--- src/rtl/hl_board_pkg.sv ---
// Shared types and helpers for the Hermes Lite board-glue controller.
package hl_board_pkg;

    typedef enum logic [1:0] {
        IDLE    = 2'd0,
        TX      = 2'd1,
        LOCKOUT = 2'd2
    } ptt_state_t;

    localparam int HEARTBEAT_HALF_MS = 500;

    // Width of a counter that must hold 0..ms without wrapping.
    function automatic int ms_cnt_width(input int ms);
        return (ms < 1) ? 1 : $clog2(ms + 1);
    endfunction

endpackage

--- src/rtl/hl_debounce.sv ---
// One DIP-switch bit: 2-flop synchroniser, millisecond hold counter and change pulse.
module hl_debounce
    import hl_board_pkg::*;
#(
    parameter int DEBOUNCE_MS = 10
) (
    input  logic clk,
    input  logic rst_n,
    input  logic tick_ms,
    input  logic raw,
    output logic level,
    output logic changed
);

    localparam int CW = ms_cnt_width(DEBOUNCE_MS);
    localparam logic [CW-1:0] CNT_MAX = CW'(DEBOUNCE_MS);

    logic          sync_q1;
    logic          sync_q2;
    logic [CW-1:0] cnt;

    // NOTE: sequential state uses non-blocking assignments so every flop samples pre-edge values.
    always_ff @(posedge clk or negedge rst_n) begin
        if (!rst_n) begin
            sync_q1 <= 1'b0;
            sync_q2 <= 1'b0;
            cnt     <= '0;
            level   <= 1'b0;
            changed <= 1'b0;
        end else begin
            sync_q1 <= raw;
            sync_q2 <= sync_q1;
            changed <= 1'b0;
            if (sync_q2 == level) begin
                cnt <= '0;
            end else if (cnt == CNT_MAX) begin
                level   <= sync_q2;
                cnt     <= '0;
                changed <= 1'b1;
            end else if (tick_ms) begin
                cnt <= cnt + 1'b1;
            end
        end
    end

endmodule

--- src/rtl/hl_board_ctrl.sv ---
// Board glue: ms prescaler, DIP debounce, LED stretchers and PTT watchdog FSM.
// Build option: define HL_BOARD_HEARTBEAT_EN to turn leds[NLED-1] into a 1 Hz heartbeat.
module hl_board_ctrl
    import hl_board_pkg::*;
#(
    parameter int CLK_FREQ       = 73728000,
    parameter int NSW            = 3,
    parameter int NLED           = 8,
    parameter int DEBOUNCE_MS    = 10,
    parameter int STRETCH_MS     = 50,
    parameter int PTT_TIMEOUT_MS = 120000
) (
    input  logic            clk,
    input  logic            rst_n,
    input  logic [NSW-1:0]  dipsw_raw,
    output logic [NSW-1:0]  dipsw_db,
    output logic            sw_changed,
    input  logic [NLED-1:0] led_act,
    output logic [NLED-1:0] leds,
    input  logic            ptt_req,
    input  logic            tx_inhibit,
    output logic            exp_ptt_n,
    output logic            ptt_timeout,
    output logic            tick_ms
);

    localparam int PRESCALE = CLK_FREQ / 1000;
    localparam int PW = ms_cnt_width(PRESCALE - 1);
    localparam logic [PW-1:0] PRE_MAX = PW'(PRESCALE - 1);

    logic [PW-1:0] pre_cnt;

    always_ff @(posedge clk or negedge rst_n) begin
        if (!rst_n) begin
            pre_cnt <= '0;
            tick_ms <= 1'b0;
        end else begin
            tick_ms <= (pre_cnt == PRE_MAX);
            pre_cnt <= (pre_cnt == PRE_MAX) ? '0 : pre_cnt + 1'b1;
        end
    end

    logic [NSW-1:0] sw_change;

    for (genvar i = 0; i < NSW; i++) begin : g_sw
        hl_debounce #(.DEBOUNCE_MS(DEBOUNCE_MS)) u_debounce (
            .clk     (clk),
            .rst_n   (rst_n),
            .tick_ms (tick_ms),
            .raw     (dipsw_raw[i]),
            .level   (dipsw_db[i]),
            .changed (sw_change[i])
        );
    end

    assign sw_changed = |sw_change;

    localparam int SW = ms_cnt_width(STRETCH_MS);
    localparam logic [SW-1:0] STRETCH_LOAD = SW'(STRETCH_MS);

`ifdef HL_BOARD_HEARTBEAT_EN
    localparam int NSTR = NLED - 1;
    localparam int HW = ms_cnt_width(HEARTBEAT_HALF_MS - 1);
    localparam logic [HW-1:0] HB_MAX = HW'(HEARTBEAT_HALF_MS - 1);

    logic [HW-1:0] hb_cnt;
    logic          hb;

    always_ff @(posedge clk or negedge rst_n) begin
        if (!rst_n) begin
            hb_cnt <= '0;
            hb     <= 1'b0;
        end else if (tick_ms) begin
            if (hb_cnt == HB_MAX) begin
                hb_cnt <= '0;
                hb     <= ~hb;
            end else begin
                hb_cnt <= hb_cnt + 1'b1;
            end
        end
    end

    assign leds[NLED-1] = hb;
`else
    localparam int NSTR = NLED;
`endif

    for (genvar i = 0; i < NSTR; i++) begin : g_led
        logic [SW-1:0] cnt;

        // NOTE: each stretcher counter is reset individually so leds drop the instant rst_n falls.
        always_ff @(posedge clk or negedge rst_n) begin
            if (!rst_n) begin
                cnt <= '0;
            end else if (led_act[i]) begin
                cnt <= STRETCH_LOAD;
            end else if (tick_ms && cnt != '0) begin
                cnt <= cnt - 1'b1;
            end
        end

        assign leds[i] = (cnt != '0);
    end

    localparam int TW = ms_cnt_width(PTT_TIMEOUT_MS);
    localparam logic [TW-1:0] TIMER_LOAD = TW'(PTT_TIMEOUT_MS);
    localparam bit WDOG_EN = (PTT_TIMEOUT_MS != 0);

    ptt_state_t    state, state_d;
    logic [TW-1:0] timer, timer_d;
    logic          timeout_d;
    logic          ptt_n_d;

    always_ff @(posedge clk or negedge rst_n) begin
        if (!rst_n) begin
            state       <= IDLE;
            timer       <= '0;
            ptt_timeout <= 1'b0;
            exp_ptt_n   <= 1'b1;
        end else begin
            state       <= state_d;
            timer       <= timer_d;
            ptt_timeout <= timeout_d;
            exp_ptt_n   <= ptt_n_d;
        end
    end

    // NOTE: every output of this block gets a default first, so no path can infer a latch.
    always_comb begin
        state_d   = state;
        timer_d   = timer;
        timeout_d = ptt_timeout;
        unique case (state)
            IDLE: begin
                if (ptt_req && !tx_inhibit) begin
                    state_d   = TX;
                    timer_d   = TIMER_LOAD;
                    timeout_d = 1'b0;
                end
            end
            TX: begin
                if (tick_ms && timer != '0) timer_d = timer - 1'b1;
                if (!ptt_req) begin
                    state_d = IDLE;
                end else if (tx_inhibit) begin
                    state_d = LOCKOUT;
                end else if (WDOG_EN && timer == '0) begin
                    state_d   = LOCKOUT;
                    timeout_d = 1'b1;
                end
            end
            LOCKOUT: begin
                if (!ptt_req) state_d = IDLE;
            end
            default: state_d = IDLE;
        endcase
        // Key only once TX has been held a full cycle; drop on the same edge TX is left.
        ptt_n_d = !(state == TX && state_d == TX);
    end

endmodule

--- config.mk ---
export PLATFORM = sky130hd
export DESIGN_NAME = hl_board_ctrl
export DESIGN_NICKNAME = d
export VERILOG_FILES = /design/src/rtl/hl_board_pkg.sv /design/src/rtl/hl_debounce.sv /design/src/rtl/hl_board_ctrl.sv
export SDC_FILE = /design/constraint.sdc
export NUM_CORES = 1
export LEC_CHECK = 0
export ABC_AREA = 1
export CORE_ASPECT_RATIO = 2
export CORE_MARGIN = 4
export CORE_UTILIZATION = 55
export DETAILED_ROUTE_END_ITERATION = 12
export PLACE_DENSITY_LB_ADDON = 0.3
export SLEW_MARGIN = 20
export SYNTH_ARGS = -nofsm -noshare
export SYNTH_HDL_FRONTEND = slang
export SYNTH_HIERARCHICAL = 1
export SYNTH_SLANG_ARGS = --single-unit
--- constraint.sdc ---
create_clock -name clk -period 1.5 [get_ports clk]
set_input_delay 0.15 -clock clk [delete_from_list [all_inputs] [get_ports clk]]
set_output_delay 0.15 -clock clk [all_outputs]
set_load 0.05 [all_outputs]
==> impl_results.md, run 1 <==
- Vias in the first global route: 5,677
- Vias per cell: 5.51
- Post-synthesis cell type count: 32
- Dominant synthesized flop cell: dfrtp_1
- Die height: 157 um
- Placed cell area: 6920 sq um
- Largest family of logic cells by synthesized area: simple AND/OR/NAND/NOR gates
- DR iter-0 viols: between 300 and 400
- Compound-gate portion of the synthesized area: 8.31%
- Diodes inserted: 0
- Setup TNS: -0.323 ns
- Avg Synthesized Cell Area: 7.91 sq um
- Footprint of the multi-input gates: 3340 sq um
- Comb pwr share: 19.6%
- WP data required: 1.35 ns
- #FFs+latches synth: 111
- Critical path launch point type: register
- Post-Syn Area: 6080 sq um
- Num CTS Buffers: 9
- Crit path kind: reg -> out
- Synth Area in Simple Gates: a little under 30%
- Cell-internal power: 4.98 mW
- Worst Path Buf+Inv: 3
- Switching part of the total: 30.1%
- Synth Area in Adders: 3.91%
- Nets: a little over 900
- GRT Util Overall: between 20% and 30%
- Clk sinks: 111
- RR Startpoint: timer[13]
- Register clock-pin slew on the reported worst setup and hold paths: 0.07 ns
- Seq pwr share: 46.6%
- Final WL: 15,800 um
- Slew headroom: about 69%
- Crit-path cells: inv_2 > ha_4 > nand4_1 > buf_4 > buf_12
- TritonCTS clock tree: yes
- Crit path DAT: 1.48 ns
- Switching power: around 2.1 mW
- RSZ-0062 raised after global routing: true
- Setup ws final: -0.127 ns
- CTS Buffer Depth: 2
- Most frequent cell after synthesis: nand2_1
- R2R Setup Slk: -0.04 ns
- First-pass GRT wire length: 24,500 um
- Layout cells sized above 1: 26.3%
- Area fraction of the dominant cell type after synthesis: 45.3%
- Layout Cell Area excl Fill: 8010 sq um
- Power Density: a little under 900 nW/um^2
- Maxcap violations: 0
- R2R Path End: state[1]
- Hold crit path type: in -> reg
- Die Footprint: 12,900 sq um
- Hold path startpoint: dipsw_raw[2]
- Detailed Place HPWL: 10,300 um
- Synth Instances: a little under 800
- Clock share of power: between 30 and 40%
- VDD IR max: approximately 630 uV
- Post-synth EDFFs: 0
- Inst Count DP: 963
- Length in cells of the worst reg-to-reg path: 6
- DR pass1 iterations: 5
- Clk root buf: clkbuf_16
- Failing checks: setup timing
- Htree depth: 3
- Core Region: 10,900 sq um
- Layout area overhead: 31.7%
- Slowest library cell on the worst path: dfrtp_1
- Largest net degree at the start of global routing: 35
- Antenna violations before repair: 0
- Final period util: 108%
- Post-synthesis mux area share: 0%
- Placement Rows: 54
- Nature of the critical path endpoint: output pin
- Die width: 82.3 um
- Crit-path max FO: 2
- Initial Utilization: 55.9%
- Seq. cell area: about 2800 sq um
- Port bufs: 29
- Post-synthesis xor/xnor area fraction: 5.76%
- Layout Utilization: 73.6%
- Synth warn: 6
- Synth top cells by count: nand2_1, dfrtp_1, inv_1
- Fin. Hold Viols: 0
- Synth area leaders: dfrtp_1, nand2_1, inv_1
- F_max: 0.614 GHz
- Crit path largest cell delay: approximately 0.4 ns
- Setup-failing EPs final: 7
- # fillers: approximately 760
- Vias: 5,699
- I/O pins: 30
- Post-Synthesis Net Count: 803
- Leak Pwr: 3.74 nW
- Final Instance Count excl. Fillers: 1,034
- Final ANT Viol Nets: 0
- DRC viols: 0
- Slew Limit Fails: 0
- Clk Latency, worst-skew pair: roughly 0.35 ns
- Biggest area consumer among synthesized cells: dfrtp_1
- Measured slew at the worst slew-check pin: ~0.47 ns
- Sequential share of the synthesized area: 45.7%
- Gpl congestion: roughly 0.93
- Clk_skew: between 0.009 and 0.01 ns
- Asr flop ratio synth: 100%
- WL per Instance: about 15 um
- Global route total overflow: 0
- WHS Endpoint: g_sw[2].u_debounce/sync_q1
- Final Critical Period: between 1.5 and 2 ns
- WHS Path Cells: 1
- Cell family with most CP delay: buffers and inverters
- Status: finished with violations
[cell usage in the layout, fill, tap and decap left out, drive strengths merged]
master,netlist,routed
o31ai,12,12
clkdlybuf4s50,0,13
o211ai,1,1
o21bai,1,1
clkinvlp,0,2
dfrtp,110,110
dlygate4sd3,0,1
a21oi,16,16
o21ai,61,61
or3,1,1
dfstp,1,1
bufinv,0,1
xor2,28,28
ha,19,19
buf,4,96
nand4,18,18
inv,100,101
xnor2,12,12
nor4,1,1
nand3,76,76
nor3,7,7
nor3b,2,2
nand2,204,207
nand3b,2,2
clkbuf,0,12
nor2,93,93
[routing by layer]
metal | share of wire, % | global-route usage, % | wire length [um] | vias to the layer above
met2 | 57 | 46.4 | 8970 | 181
met4 | 5.5 | 11.6 | 861 | 0
met1 | 34 | 24.2 | 5380 | 2723
met3 | 3.6 | 3.17 | 571 | 77
met5 | 0 | 0 | 0 | -
li1 | - | - | - | 2718
[cell families after synthesis]
family | after synthesis
buffers and inverters | 104
AND/OR/NAND/NOR | 404
XOR/XNOR | 40
adder cells (fa/ha/maj) | 19
flip-flops | 111
AO/OA/AOI/OAI | 91
[stage by stage]
step / power, mW / hold WS, ns / worst slack [ns]
floorplan: 4.05 / -0.146 / -0.306
global placement: 4.40 / 0.134 / 0.0224
detailed placement: 4.46 / 0.141 / -0.0525
CTS: 6.90 / 0.231 / -0.0609
global route: 7.43 / 0.234 / -0.142
finish: 7.12 / 0.235 / -0.127
[worst max path at each step]
| stage | cells past startpoint | endpoint | slack [ns] | start |
|---|---|---|---|---|
| finish | 5 | leds[4] | -0.13 | g_led[4].cnt[1] |
| global route | 5 | leds[4] | -0.14 | g_led[4].cnt[1] |
| CTS | 5 | leds[6] | -0.06 | g_led[6].cnt[1] |
| detailed placement | 7 | timer[6] | -0.05 | tx_inhibit |
| global placement | 7 | timer[6] | 0.02 | tx_inhibit |
| floorplan | 7 | g_led[3].cnt[4] | -0.31 | g_led[3].cnt[0] |
[power groups by stage]
| stage | Combinational, mW | Sequential, mW | Clock [mW] |
|---|---|---|---|
| floorplan | 0.733 | 3.32 | 0 |
| global placement | 1.08 | 3.33 | 0 |
| detailed placement | 1.13 | 3.33 | 0 |
| CTS | 1.18 | 3.28 | 2.44 |
| global route | 1.54 | 3.33 | 2.56 |
| finish | 1.40 | 3.32 | 2.41 |
[what timing repair did]
item                       in CTS  in global routing
setup endpoints to repair      10                 49
pin swaps                       7                 17
resized for setup              21                 71
hold buffers                    1                  0
hold endpoints to repair       28                  0
gates cloned                    0                  3
buffers inserted               34                 20
[state kept, by name (all words and copies together), names as in the netlist, 2 cells and up]
name / cells
g_sw.u_debounce/sync_q1: 3
g_sw.u_debounce/cnt: 12
g_led.cnt: 48
state: 2
timer: 17
pre_cnt: 17
g_sw.u_debounce/changed: 3
g_sw.u_debounce/level: 3
g_sw.u_debounce/sync_q2: 3
[final cells by class]
cell class,instances,share of cell area (%)
Timing Repair Buffer,110,12.8
Inverter,100,4.72
Multi-Input combinational cell,557,41.8
Clock buffer,12,2.95
Tap cell,140,2.19
Sequential cell,111,34.8
Clock inverter,4,0.703
(Power assumes the default switching activity.)
==> run 2, diff against run 1 <==
--- a/config.mk
+++ b/config.mk
@@ -9,6 +9,7 @@
 export CORE_ASPECT_RATIO = 2
 export CORE_MARGIN = 4
 export CORE_UTILIZATION = 55
+export CTS_CLUSTER_SIZE = 30
 export DETAILED_ROUTE_END_ITERATION = 12
 export PLACE_DENSITY_LB_ADDON = 0.3
 export SLEW_MARGIN = 20
==> results of run 2 <==
No change in the layout: final DEF, timing and power equal those of run 1.
==> run 3, diff against run 2 <==
--- a/config.mk
+++ b/config.mk
@@ -5,15 +5,15 @@
 export SDC_FILE = /design/constraint.sdc
 export NUM_CORES = 1
 export LEC_CHECK = 0
-export ABC_AREA = 1
+export ABC_AREA = 0
+export CAP_MARGIN = 20
 export CORE_ASPECT_RATIO = 2
 export CORE_MARGIN = 4
-export CORE_UTILIZATION = 55
+export CORE_UTILIZATION = 54
 export CTS_CLUSTER_SIZE = 30
 export DETAILED_ROUTE_END_ITERATION = 12
 export PLACE_DENSITY_LB_ADDON = 0.3
 export SLEW_MARGIN = 20
 export SYNTH_ARGS = -nofsm -noshare
 export SYNTH_HDL_FRONTEND = slang
-export SYNTH_HIERARCHICAL = 1
 export SYNTH_SLANG_ARGS = --single-unit
==> impl_results.md, run 3 <==
- Fin. Hold Viols: 0 (unchanged)
- Clk sinks: 111 (unchanged)
- Placement Rows: 51 (was 54)
- Maxcap violations: 0 (unchanged)
- Vias per cell: 5.70 (was 5.51)
- GRT Util Overall: 23.7% (was 24.2%)
- Nature of the critical path endpoint: register (was output pin)
- Post-Synthesis Net Count: 561 (was 803)
- Failing checks: setup timing (unchanged)
- Synth top cells by count: dfrtp_1, nor2_1, xnor2_1 (was nand2_1, dfrtp_1, inv_1)
- Inst Count DP: 767 (was 963)
- Comb pwr share: 3.8% (was 19.6%)
- Crit path kind: reg -> reg (was reg -> out)
- Clk root buf: clkbuf_16 (unchanged)
- Die Footprint: 11,900 sq um (was 12,900 sq um)
- CTS Buffer Depth: 2 (unchanged)
- Leak Pwr: 3.47 nW (was 3.74 nW)
- Largest net degree at the start of global routing: 31 (was 35)
- Hold crit path type: in -> reg (unchanged)
- Layout area overhead: 52.7% (was 31.7%)
- Nets: 745 (was 923)
- Crit-path max FO: 7 (was 2)
- Dominant synthesized flop cell: dfrtp_1 (unchanged)
- DRC viols: 0 (unchanged)
- Sequential share of the synthesized area: 50.8% (was 45.7%)
- Diodes inserted: 0 (unchanged)
- Critical path launch point type: register (unchanged)
- Largest register FFs: 48 (unchanged)
- Initial Utilization: 55.6% (was 55.9%)
- Seq. cell area: 2780 sq um (was 2790 sq um)
- Global route total overflow: 0 (unchanged)
- Asr flop ratio synth: 100% (unchanged)
- Cell-internal power: 4.39 mW (was 4.98 mW)
- Htree depth: 3 (unchanged)
- Biggest area consumer among synthesized cells: dfrtp_1 (unchanged)
- Detailed Place HPWL: 8570 um (was 10,300 um)
- DR pass1 iterations: 4 (was 5)
- Post-Syn Area: 5470 sq um (was 6080 sq um)
- Final WL: 16,700 um (was 15,800 um)
- Setup TNS: -19.31 ns (was -0.323 ns)
- F_max: 0.456 GHz (was 0.614 GHz)
- First-pass GRT wire length: 22,100 um (was 24,500 um)
- # fillers: 466 (was 764)
- Hold Slack: 0.236 ns (was 0.235 ns)
- Synth area leaders: dfrtp_1, xnor2_1, ha_1 (was dfrtp_1, nand2_1, inv_1)
- Slew headroom: 73.2% (was 68.6%)
- Most frequent cell after synthesis: dfrtp_1 (was nand2_1)
- Area fraction of the dominant cell type after synthesis: 50.4% (was 45.3%)
- Crit path DAT: 2.46 ns (was 1.48 ns)
- Post-synth EDFFs: 0 (unchanged)
- Measured slew at the worst slew-check pin: 0.400 ns (was 0.472 ns)
- Vias in the first global route: 4,812 (was 5,677)
- Synth warn: 0 (was 6)
- Switching part of the total: 21.9% (was 30.1%)
- Die width: 79.1 um (was 82.3 um)
- Clock share of power: 42.7% (was 33.8%)
- Setup ws final: -0.692 ns (was -0.127 ns)
- Footprint of the multi-input gates: 3350 sq um (was 3340 sq um)
- Switching power: 1.23 mW (was 2.14 mW)
- Gpl congestion: 0.850 (was 0.925)
- Num CTS Buffers: 9 (unchanged)
- Die height: 150 um (was 157 um)
- Final Instance Count excl. Fillers: 841 (was 1,034)
- Power Density: 674 nW/um^2 (was 889 nW/um^2)
- Slew Limit Fails: 0 (unchanged)
- Clk_skew: 0.00596 ns (was 0.00936 ns)
- Clk Latency, worst-skew pair: 0.35 ns (about the same)
- WP data required: 1.76 ns (was 1.35 ns)
- Core Region: 9830 sq um (was 10,900 sq um)
- Largest regs: g_led.cnt: 48 flops, pre_cnt: 17 flops, timer: 17 flops (unchanged)
- Commonest non-fill, non-tap cells in the layout: buf_4, dfrtp_1, nor2_1, xnor2_1, buf_6 (was nand2_1, dfrtp_1, buf_4, inv_1, nand3_1)
- RSZ-0062 raised after global routing: true (unchanged)
- TritonCTS clock tree: yes (unchanged)
- VDD IR max: 608 uV (was 630 uV)
- Final period util: 146% (was 108%)
- Final ANT Viol Nets: 0 (unchanged)
- Most common cell after layout, fill and taps aside: buf_4 (was nand2_1)
- Vias: 4,791 (was 5,699)
- DR iter-0 viols: 256 (was 332)
- Most flops, register: g_led.cnt (unchanged)
- #FFs+latches synth: 111 (unchanged)
- Synth Instances: 521 (was 769)
- Register clock-pin slew on the reported worst setup and hold paths: 0.07 ns (about the same)
- Setup-failing EPs final: 65 (was 7)
- Avg Synthesized Cell Area: 10.5 sq um (was 7.91 sq um)
- WL per Instance: 19.9 um (was 15.3 um)
- Port bufs: 29 (unchanged)
- Seq pwr share: 53.5% (was 46.6%)
- I/O pins: 30 (unchanged)
- Post-synthesis cell type count: 53 (was 32)
- Antenna violations before repair: 0 (unchanged)
- Layout cells sized above 1: 45.0% (was 26.3%)
- Status: finished with violations (unchanged)
- Final Critical Period: 2.19 ns (was 1.63 ns)
## run 3: worst max-delay path, stage by stage (launching register included)
cell	delay, ns
dfrtp_1	0.39
or4_1	0.53
or4b_4	0.63
nor2_8	0.20
or2_4	0.17
mux2i_2	0.20
## run 3: what timing repair did
item,4_1_cts,5_1_grt
buffers inserted,31,33
endpoints found under the hold margin,16,0
pin swaps,40,59
setup endpoints to repair,59,79
gates cloned,0,0
hold buffers,1,0
resized for setup,80,98
## run 3: power by group through the flow
stage	clock [mW]	sequential, mW	combinational [mW]
after floorplan	0	3.07	0.0374
after global placement	0	3.07	0.202
after detailed placement	0	3.07	0.206
after CTS	2.42	3.01	0.210
after global routing	2.54	3.01	0.230
final	2.40	3.01	0.211
## run 3: per-layer routing
metal | part of all wire (%) | GRT usage, %
met3 | 3.3 | 3.59
met2 | 58 | 45.2
met1 | 35 | 24.7
met4 | 4.4 | 11.0
met5 | 0 | 0
## run 3: stage by stage
step | utilization, % | power, mW | instance area, sq um | setup slack [ns]
after CTS | 77.9 | 5.64 | 7660 | -0.643
after global placement | 68.8 | 3.27 | 6760 | -0.656
after detailed placement | 68.8 | 3.27 | 6760 | -0.643
final | 84.9 | 5.62 | 8350 | -0.692
after floorplan | - | 3.11 | 5640 | -0.601
after global routing | 84.9 | 5.78 | 8350 | -0.755
## run 3: layout make-up
| type | count | share of cell area (%) |
|---|---|---|
| clock buffers | 9 | 2.70 |
| flip-flops and latches | 111 | 33.4 |
| multi-input cells | 373 | 40.1 |
| well taps | 132 | 1.98 |
| repair buffers | 184 | 19.7 |
| inverters | 26 | 1.23 |
| clock inverters | 6 | 0.855 |
## run 3: worst paths after layout
path	startpoint	end	cells after the start	slack, ns
setup / recovery	timer[14]	timer[1]	5	-0.69
setup reg to reg	timer[14]	timer[1]	5	-0.69
hold reg to reg	g_sw[1].u_debounce.sync_q1	g_sw[1].u_debounce.sync_q2	0	0.36
hold / removal	dipsw_raw[2]	g_sw[2].u_debounce.sync_q1	1	0.24
min in group asynchronous	rst_n	timer[3]	2	0.25
max in group asynchronous	rst_n	g_led[6].cnt[0]	3	0.77
## run 3: logic make-up (layout without fill, tap and decap cells)
family	Yosys count	in the layout	share of synthesized area [%]
flops	111	111	50.8
compound gates	43	43	5.38
xor+xnor	72	72	11.5
buf+inv	37	225	2.88
mux	10	10	1.90
fa+ha+maj	25	25	5.72
simple gates	223	223	21.7
